**config.mk**
```make
export PLATFORM = sky130hd
export DESIGN_NAME = wallace_final_adder
export DESIGN_NICKNAME = d
export VERILOG_FILES = /design/src/rtl/wallace_final_adder_pkg.sv /design/src/rtl/wallace_final_adder_cpa_slice.sv /design/src/rtl/wallace_final_adder.sv
export SDC_FILE = /design/constraint.sdc
export NUM_CORES = 1
export LEC_CHECK = 0
export CAP_MARGIN = 20
export CORE_AREA = 10 10 96 98
export DETAILED_ROUTE_END_ITERATION = 8
export DIE_AREA = 0 0 106 108
export DONT_BUFFER_PORTS = 1
export MAX_ROUTING_LAYER = met4
export PLACE_DENSITY = 0.59
export SLEW_MARGIN = 20
export SYNTH_ARGS = -nofsm -noshare
export SYNTH_HDL_FRONTEND = slang
export SYNTH_HIERARCHICAL = 1
export SYNTH_SLANG_ARGS = --single-unit
```
**constraint.sdc**
```tcl
create_clock -name clk -period 3.4 [get_ports clk]
set_clock_uncertainty 0.05 [all_clocks]
set_input_delay 0.85 -clock clk [delete_from_list [all_inputs] [get_ports clk]]
set_output_delay 0.85 -clock clk [all_outputs]
set_load 0.02 [all_outputs]
```
**src/rtl/wallace_final_adder_pkg.sv**
```systemverilog
// Shared multiplier definitions: default operand geometry and the final-adder FSM state type.
package wallace_final_adder_pkg;

    localparam int WIDTH_DEF = 16;
    localparam int SLICE_DEF = 4;

    typedef enum logic [1:0] {
        IDLE = 2'd0,
        ADD  = 2'd1,
        DONE = 2'd2
    } fa_state_e;

endpackage

```
**src/rtl/wallace_final_adder_cpa_slice.sv**
```systemverilog
// Combinational SLICE-bit ripple-carry adder used one slice per cycle by the final adder.
module cpa_slice #(
    parameter int SLICE = 4
) (
    input  logic [SLICE-1:0] a,
    input  logic [SLICE-1:0] b,
    input  logic             cin,
    output logic [SLICE-1:0] sum,
    output logic             cout
);

    always_comb begin : ripple
        logic c;
        sum = '0;
        c   = cin;
        for (int i = 0; i < SLICE; i++) begin
            sum[i] = a[i] ^ b[i] ^ c;
            c      = (a[i] & b[i]) | (c & (a[i] ^ b[i]));
        end
        cout = c;
    end

endmodule

```
**src/rtl/wallace_final_adder.sv**
```systemverilog
// Multi-cycle carry-propagate adder that resolves the Wallace tree SUM/CARRY pair, SLICE bits per cycle.
module wallace_final_adder
    import wallace_final_adder_pkg::*;
#(
    parameter int WIDTH = WIDTH_DEF,
    parameter int SLICE = SLICE_DEF
) (
    input  logic             clk,
    input  logic             rst,
    input  logic             in_valid,
    output logic             in_ready,
    input  logic [WIDTH-1:0] in_sum,
    input  logic [WIDTH-1:0] in_carry,
    output logic             out_valid,
    input  logic             out_ready,
    output logic [WIDTH-1:0] out_product,
    output logic             out_cout
);

    localparam int NSLICES = WIDTH / SLICE;
    localparam int KW      = (NSLICES > 1) ? $clog2(NSLICES) : 1;
    localparam logic [KW-1:0] KLAST = KW'(NSLICES - 1);

    fa_state_e        state, state_next;
    logic [WIDTH-1:0] op_sum, op_carry, work, work_next;
    logic [KW-1:0]    k;
    logic             carry_q;
    logic [SLICE-1:0] slice_a, slice_b, slice_sum;
    logic             slice_cout;
    logic             in_fire, out_fire, last_slice;

    assign in_fire    = in_valid && in_ready;
    assign out_fire   = out_valid && out_ready;
    assign last_slice = (k == KLAST);

    // Pick operand slice k and merge the new sum slice into the working result.
    always_comb begin
        slice_a   = '0;
        slice_b   = '0;
        work_next = work;
        for (int i = 0; i < NSLICES; i++) begin
            if (k == KW'(i)) begin
                slice_a                        = op_sum[i*SLICE +: SLICE];
                slice_b                        = op_carry[i*SLICE +: SLICE];
                work_next[i*SLICE +: SLICE]    = slice_sum;
            end
        end
    end

    cpa_slice #(.SLICE(SLICE)) u_slice (
        .a    (slice_a),
        .b    (slice_b),
        .cin  (carry_q),
        .sum  (slice_sum),
        .cout (slice_cout)
    );

    always_comb begin
        state_next = state;
        in_ready   = 1'b0;
        out_valid  = 1'b0;
        case (state)
            IDLE: begin
                in_ready = 1'b1;
                if (in_valid) state_next = ADD;
            end
            ADD: begin
                if (last_slice) state_next = DONE;
            end
            DONE: begin
                out_valid = 1'b1;
                if (out_ready) state_next = IDLE;
            end
            default: state_next = IDLE;
        endcase
    end

    always_ff @(posedge clk) begin
        if (rst) state <= IDLE;
        else     state <= state_next;
    end

    // The visible product only changes when the last slice completes, so it holds through IDLE and ADD.
    always_ff @(posedge clk) begin
        if (rst) begin
            op_sum      <= '0;
            op_carry    <= '0;
            work        <= '0;
            k           <= '0;
            carry_q     <= 1'b0;
            out_product <= '0;
            out_cout    <= 1'b0;
        end else if (in_fire) begin
            op_sum   <= in_sum;
            op_carry <= in_carry;
            k        <= '0;
            carry_q  <= 1'b0;
        end else if (state == ADD) begin
            work    <= work_next;
            carry_q <= slice_cout;
            k       <= k + KW'(1);
            if (last_slice) begin
                out_product <= work_next;
                out_cout    <= slice_cout;
            end
        end
    end

endmodule

```
==> impl_results.md, run 1 <==
* Core area at 7447 um^2
* Clock Sinks at 66
* Area Growth Syn to Fin at 7.585%
* Initial antenna violation count at 0
* Max Clk Rate at 322.1 MHz
* PD cells at 489.4 nW/um^2
* Worst Hold Class: flop to flop
* Initial core utilization at 39.87%
* Syn Inst Count at 353
* Nature of the critical path startpoint: flop
* Post-synth EDFFs at 0
* Top-area cell type share of the netlist area at 44.50%
* Pre-CTS WS at 21.66 ps
* Number of buffers on the longest clock path at 2
* Multi-input logic area at 1424 um^2
* Global-route wire length before repair at 11300 um
* Rel. slew slack at 66.00%
* Pleak at 1.235 nW
* Vias in the first global route at 2258
* Status: complete, no violations
* H-tree depth at 3
* Residual DRC at 0
* Worst Reg-to-Reg Cells at 14
* Layout cells sized above 1 at 9.375%
* Min Tclk post-route at 3104 ps
* Diodes inserted at 0
* Nets at 391
* Sequential area share after synthesis at 44.50%
* Die ar. at 11450 um^2
* Post-DP HPWL at 4904 um
* Yosys cell types at 25
* Ranking of synthesized cells by area: dfxtp_1 (45%), nand2_1 (10%), mux2i_1 (8.8%)
* CTS tree: built
* CTS clk-pin slew, worst paths at 70 ps
* Reg2reg start: k[1]
* DR pass1 iterations at 4
* Die height at 108 um
* Setup violations, final at 0
* Root buffer cell: clkbuf_8
* Slowest stage delay, CP at 430 ps
* Worst path slowest cell: fa_1
* Util after Layout at 42.89%
* Global Route Usage Sum at 12.73%
* Filler instances at 795
* Synth Flop Type: dfxtp_1
* Yosys warning total at 6
* Clock latency on the worst-skew pair at 340 ps
* Register area at 1323 um^2
* Async SR Flop Fraction at 0%
* M1 GR Usage at 13.90%
* Fin Setup TNS at 0 ps
* Vias per inst at 4.985
* CP cell instances: inv_1, ha_2, nand3b_1, a31oi_1, fa_1, inv_1, fa_1, inv_1, fa_1, inv_1, fa_1, inv_2, mux2i_1, a211oi_1
* Syn_area_per_cell at 8.411 um^2
* FP Rows at 32
* Final critical-path share of the clock period at 91.31%
* Largest net degree at the start of global routing at 67
* Met2 usage at 21.29%
* Final Hold Fails at 0
* Vias at 2263
* Post-Syn Area at 2969 um^2
* CP Launch Point: k[1]
* CP max FO at 11
* Routed WL at 6881 um
* GR Util met3 at 4.759%
* IO Count at 55
* GP Congestion at 0.8485
* CTS buffer count at 9
* Total power draw at 1.563 mW
* Post-CTS setup buffers at 0
* Max-slew violations at 0
* MaxCap Viol Count at 0
* FF-to-FF End: out_product[7]
* Port bufs at 0
* Post-route worst setup slack at 295.6 ps
* Total grt overflow at 0
* Max rail drop VDD at 282.7 uV
* Most used routing layer: met2
* Reg2reg setup slack at 300 ps
* Number of synthesized register bits at 66
* Req. time, crit path at 3610 ps
* Routed Antenna Nets at 0
* Setup CP Type: flop to flop
* Syn nets at 397
* RSZ-0062 raised after global routing: false
* Least-Margin Pin Slew at 509.0 ps
* Critical path capture point: out_product[7]
* Routed wire per std cell at 15.16 um
* DR iter-0 viols at 107
* Die X at 106 um
* Crit path DAT at 3310 ps
* Yosys top cell by area: dfxtp_1
* Crit path capture type: flop
==> registers in the layout, indices dropped and copies added (netlist names) <==
| signal | cells |
|---|---|
| state | 2 |
| out_product | 16 |
| out_cout | 1 |
| op_sum | 16 |
| k | 2 |
| work | 12 |
| op_carry | 16 |
| carry_q | 1 |
==> power breakdown <==
group          switching [mW]  internal, mW
Clock                   0.297         0.278
Combinational          0.0999        0.0654
Sequential             0.0204         0.803
==> layer usage <==
| layer | vias to the layer above | routed length, um |
|---|---|---|
| met5 | - | 0 |
| met4 | 0 | 70 |
| met3 | 10 | 306 |
| met2 | 43 | 3428 |
| met1 | 1058 | 3076 |
| li1 | 1152 | - |
==> final cells by class <==
| cell class | instances | share of cell area, % |
|---|---|---|
| sequential | 66 | 41.40 |
| multi-input combinational | 240 | 44.58 |
| clock inverter | 6 | 1.018 |
| inverter | 20 | 2.350 |
| clock buffer | 10 | 4.309 |
| timing repair buffer | 10 | 2.350 |
| tap | 102 | 3.995 |
==> cell families (layout without fill, tap and decap cells) <==
family                   count (synthesis)  count (layout)  synth area share, %
AND/OR/NAND/NOR                        138             138                20.27
buffers and inverters                   47              46                8.049
multiplexers                            26              26                8.765
flip-flops                              66              66                44.50
AO/OA/AOI/OAI                           67              67                13.74
adder cells (fa/ha/maj)                  8               8                4.383
XOR/XNOR                                 1               1               0.2950
==> what timing repair did <==
action,4_1_cts,5_1_grt
hold buffers,0,0
resized for setup,0,6
setup endpoints to repair,0,7
==> synth_stat cells (all sizes together), types with 2 or more instances <==
| master | n |
|---|---|
| nand2 | 82 |
| nor3 | 2 |
| ha | 4 |
| inv | 20 |
| a31oi | 8 |
| mux2i | 26 |
| a211oi | 12 |
| nor2 | 35 |
| dfxtp | 66 |
| nand3b | 12 |
| nor3b | 2 |
| fa | 4 |
| buf | 17 |
| clkbuf | 10 |
| a21oi | 38 |
| nand2b | 2 |
| a22o | 8 |
==> layout by cell type, fill, tap and decap left out, types with 2 or more instances in the layout <==
| master | synthesis | final |
|---|---|---|
| a211oi_1 | 12 | 12 |
| a21oi_1 | 38 | 38 |
| a22o_1 | 8 | 8 |
| a31oi_1 | 8 | 8 |
| buf_4 | 4 | 10 |
| clkbuf_8 | 0 | 10 |
| clkinv_2 | 0 | 5 |
| dfxtp_1 | 66 | 65 |
| fa_1 | 4 | 4 |
| ha_2 | 0 | 3 |
| inv_1 | 20 | 19 |
| mux2i_1 | 26 | 26 |
| nand2_1 | 82 | 82 |
| nand2b_1 | 2 | 2 |
| nand3b_1 | 12 | 12 |
| nor2_1 | 35 | 34 |
| nor3_1 | 2 | 2 |
==> metrics by stage <==
| stage | cells | cell area, um^2 | hold slack, ps |
|---|---|---|---|
| final | 454 | 3194 | 399.9 |
| after global placement | 438 | 3010 | 391.1 |
| after floorplan | 353 | 2972 | 386.3 |
| after CTS | 454 | 3181 | 402.3 |
| after detailed placement | 438 | 3010 | 392.9 |
| after global routing | 454 | 3194 | 421.0 |
==> how the worst min path moves through the flow <==
stage / startpoint / to / cells after the start
2_1_floorplan: op_carry[12] / op_carry[12] / 2
3_3_place_gp: op_sum[13] / op_sum[13] / 2
3_5_place_dp: op_sum[1] / op_sum[1] / 2
4_1_cts: op_sum[1] / op_sum[1] / 2
5_1_grt: op_sum[15] / op_sum[15] / 2
6_report: op_carry[13] / op_carry[13] / 2
==> worst max-delay path: cells and delay by family, from the launching register on <==
kind,cells,cell delay (ps)
AOI/OAI and AO/OA,2,330
adders and majority gates,5,1660
DFF,1,340
muxes,1,90
and+or+nand+nor,1,150
buffers and inverters,5,410
(Power assumes the default switching activity.)
==> inputs of run 2 (changes only) <==
- CORE_AREA: 10 10 96 98 -> 2 2 88 90
- DIE_AREA: 0 0 106 108 -> 0 0 90 92
==> impl_results.md, run 2 (same netlist as run 1, synthesis figures left out) <==
* Initial core utilization at 39.87% (unchanged)
* Worst Reg-to-Reg Cells at 14 (unchanged)
* Die height at 92 um (-15%)
* Slowest stage delay, CP at 420 ps (about the same)
* Worst path slowest cell: fa_1
* Register area at 1321 um^2 (about the same)
* Residual DRC at 0 (unchanged)
* CTS buffer count at 9 (unchanged)
* Worst min-delay path startpoint: op_sum[13]
* PD cells at 512.1 nW/um^2 (+4.6%)
* Max-slew violations at 0 (unchanged)
* Vias in the first global route at 2185 (-3.2%)
* Global Route Usage Sum at 16.55% (+3.8 points)
* Area Growth Syn to Fin at 8.512%
* Diodes inserted at 0 (unchanged)
* Routed Antenna Nets at 0 (unchanged)
* Reg2reg setup slack at 210 ps (-80 ps)
* Reg2reg start: k[0]
* Number of buffers on the longest clock path at 2 (unchanged)
* Worst Hold Class: flop to flop
* Port bufs at 0 (unchanged)
* CTS tree: built
* Clock Sinks at 66 (unchanged)
* Core area at 7447 um^2 (unchanged)
* DR pass1 iterations at 4 (unchanged)
* Vias at 2255 (-0.35%)
* DR iter-0 viols at 84 (-21%)
* Setup CP Type: flop to flop
* Post-DP HPWL at 4497 um (-8.3%)
* Crit path capture type: flop
* Clock latency on the worst-skew pair at 330 ps (about the same)
* Total grt overflow at 0 (unchanged)
* CP cell instances: inv_1, ha_2, nor2_2, a31oi_1, fa_1, inv_1, fa_1, inv_1, fa_1, inv_1, fa_1, inv_2, mux2i_1, a211oi_1
* Rel. slew slack at 66.37% (+0.38 points)
* GP Congestion at 0.8636 (+1.8%)
* Least-Margin Pin Slew at 503.3 ps (-5.637 ps)
* WHS Path Cells at 2 (unchanged)
* Multi-input logic area at 1419 um^2 (-0.35%)
* MaxCap Viol Count at 0 (unchanged)
* RSZ-0062 raised after global routing: false
* Routed wire per std cell at 13.98 um (-7.8%)
* H-tree depth at 3 (unchanged)
* Pre-CTS WS at 63.64 ps (+41.98 ps)
* Status: complete, no violations
* Crit path DAT at 3390 ps (+80 ps)
* Largest net degree at the start of global routing at 67 (unchanged)
* Nets at 391 (unchanged)
* Placed inst area at 3010 um^2 (unchanged)
* Final critical-path share of the clock period at 93.77% (+2.5 points)
* Die ar. at 8280 um^2 (-28%)
* Initial antenna violation count at 0 (unchanged)
* Filler instances at 792 (-0.38%)
* Total power draw at 1.650 mW (+5.5%)
* Max Clk Rate at 313.7 MHz (-2.6%)
* CP max FO at 9 (-2)
* Post-route worst setup slack at 211.9 ps (-83.63 ps)
* Setup violations, final at 0 (unchanged)
* Vias per inst at 4.967 (-0.35%)
* Req. time, crit path at 3600 ps (about the same)
* Hold worst-path end: op_sum[13]
* Min Tclk post-route at 3188 ps (+83.63 ps)
* Routed WL at 6346 um (-7.8%)
* Commonest non-fill, non-tap cell in the layout: nand2_1
* Global-route wire length before repair at 10480 um (-7.3%)
* IO Count at 55 (unchanged)
* Max rail drop VDD at 287.8 uV (+1.8%)
* Final Hold Fails at 0 (unchanged)
* Post-CTS setup buffers at 0 (unchanged)
* Root buffer cell: clkbuf_8
* Die X at 90 um (-15%)
* Layout cells sized above 1 at 9.091% (-0.28 points)
* CTS clk-pin slew, worst paths at 70 ps (about the same)
* Pleak at 1.246 nW (+0.87%)
* Fin Setup TNS at 0 ps (unchanged)
* FP Rows at 32 (unchanged)
* Final Cell Area at 3222 um^2 (+0.86%)
* FF-to-FF End: out_product[3]
* Biggest regs: op_carry x16, op_sum x16, out_product x16
* Nature of the critical path startpoint: flop
* Highest-count cells in the layout ignoring fill and taps: nand2_1 (82), dfxtp_1 (66), a21oi_1 (38)
==> run 2: power by group <==
part	switching [mW]	internal [mW]
Clock	0.286	0.375
Combinational	0.100	0.0656
Sequential	0.0207	0.803
==> run 2: how the worst max path moves through the flow <==
stage	slack, ps	depth (start not counted)	to	start
after global routing	0.7	14	out_product[11]	k[0]
final	210	14	out_product[3]	k[0]
after global placement	230	13	out_product[3]	k[0]
after detailed placement	60	14	out_product[3]	k[0]
after floorplan	80	16	out_product[7]	k[0]
after CTS	50	14	out_product[3]	k[0]
==> run 2: area by class of cell <==
cell class | count | area share [%]
timing repair buffer | 10 | 2.330
multi-input combinational | 240 | 44.04
tap | 102 | 3.961
inverter | 20 | 2.330
sequential | 66 | 41.01
clock buffer | 11 | 4.699
clock inverter | 5 | 1.631
==> run 2: critical path: cells and delay by family (launching register included) <==
| kind | cells | cell delay, ps |
|---|---|---|
| fa+ha+maj | 5 | 1630 |
| buf+inv | 5 | 430 |
| flops | 1 | 400 |
| compound gates | 2 | 360 |
| simple gates | 1 | 160 |
| mux | 1 | 80 |
==> run 2: stage by stage <==
stage | std cells | hold slack (ps) | utilization (%)
6_report | 454 | 402.0 | 43.26
5_1_grt | 454 | 424.4 | 43.26
4_1_cts | 454 | 403.4 | 43.16
3_5_place_dp | 438 | 393.2 | 40.42
3_3_place_gp | 438 | 388.1 | 40.42
2_1_floorplan | 353 | 386.3 | -
==> run 2: metal layers <==
layer,GRT usage (%),routed length [um],vias to the layer above
li1,-,-,1156
met1,18.38,2786,1045
met2,28.88,3242,49
met3,4.355,251,5
met4,5.769,66,0
met5,-,0,-
==> run 2: what timing repair did <==
| action | CTS | global route |
|---|---|---|
| setup endpoints to repair | 0 | 4 |
| resized for setup | 0 | 4 |
| hold buffers | 0 | 0 |
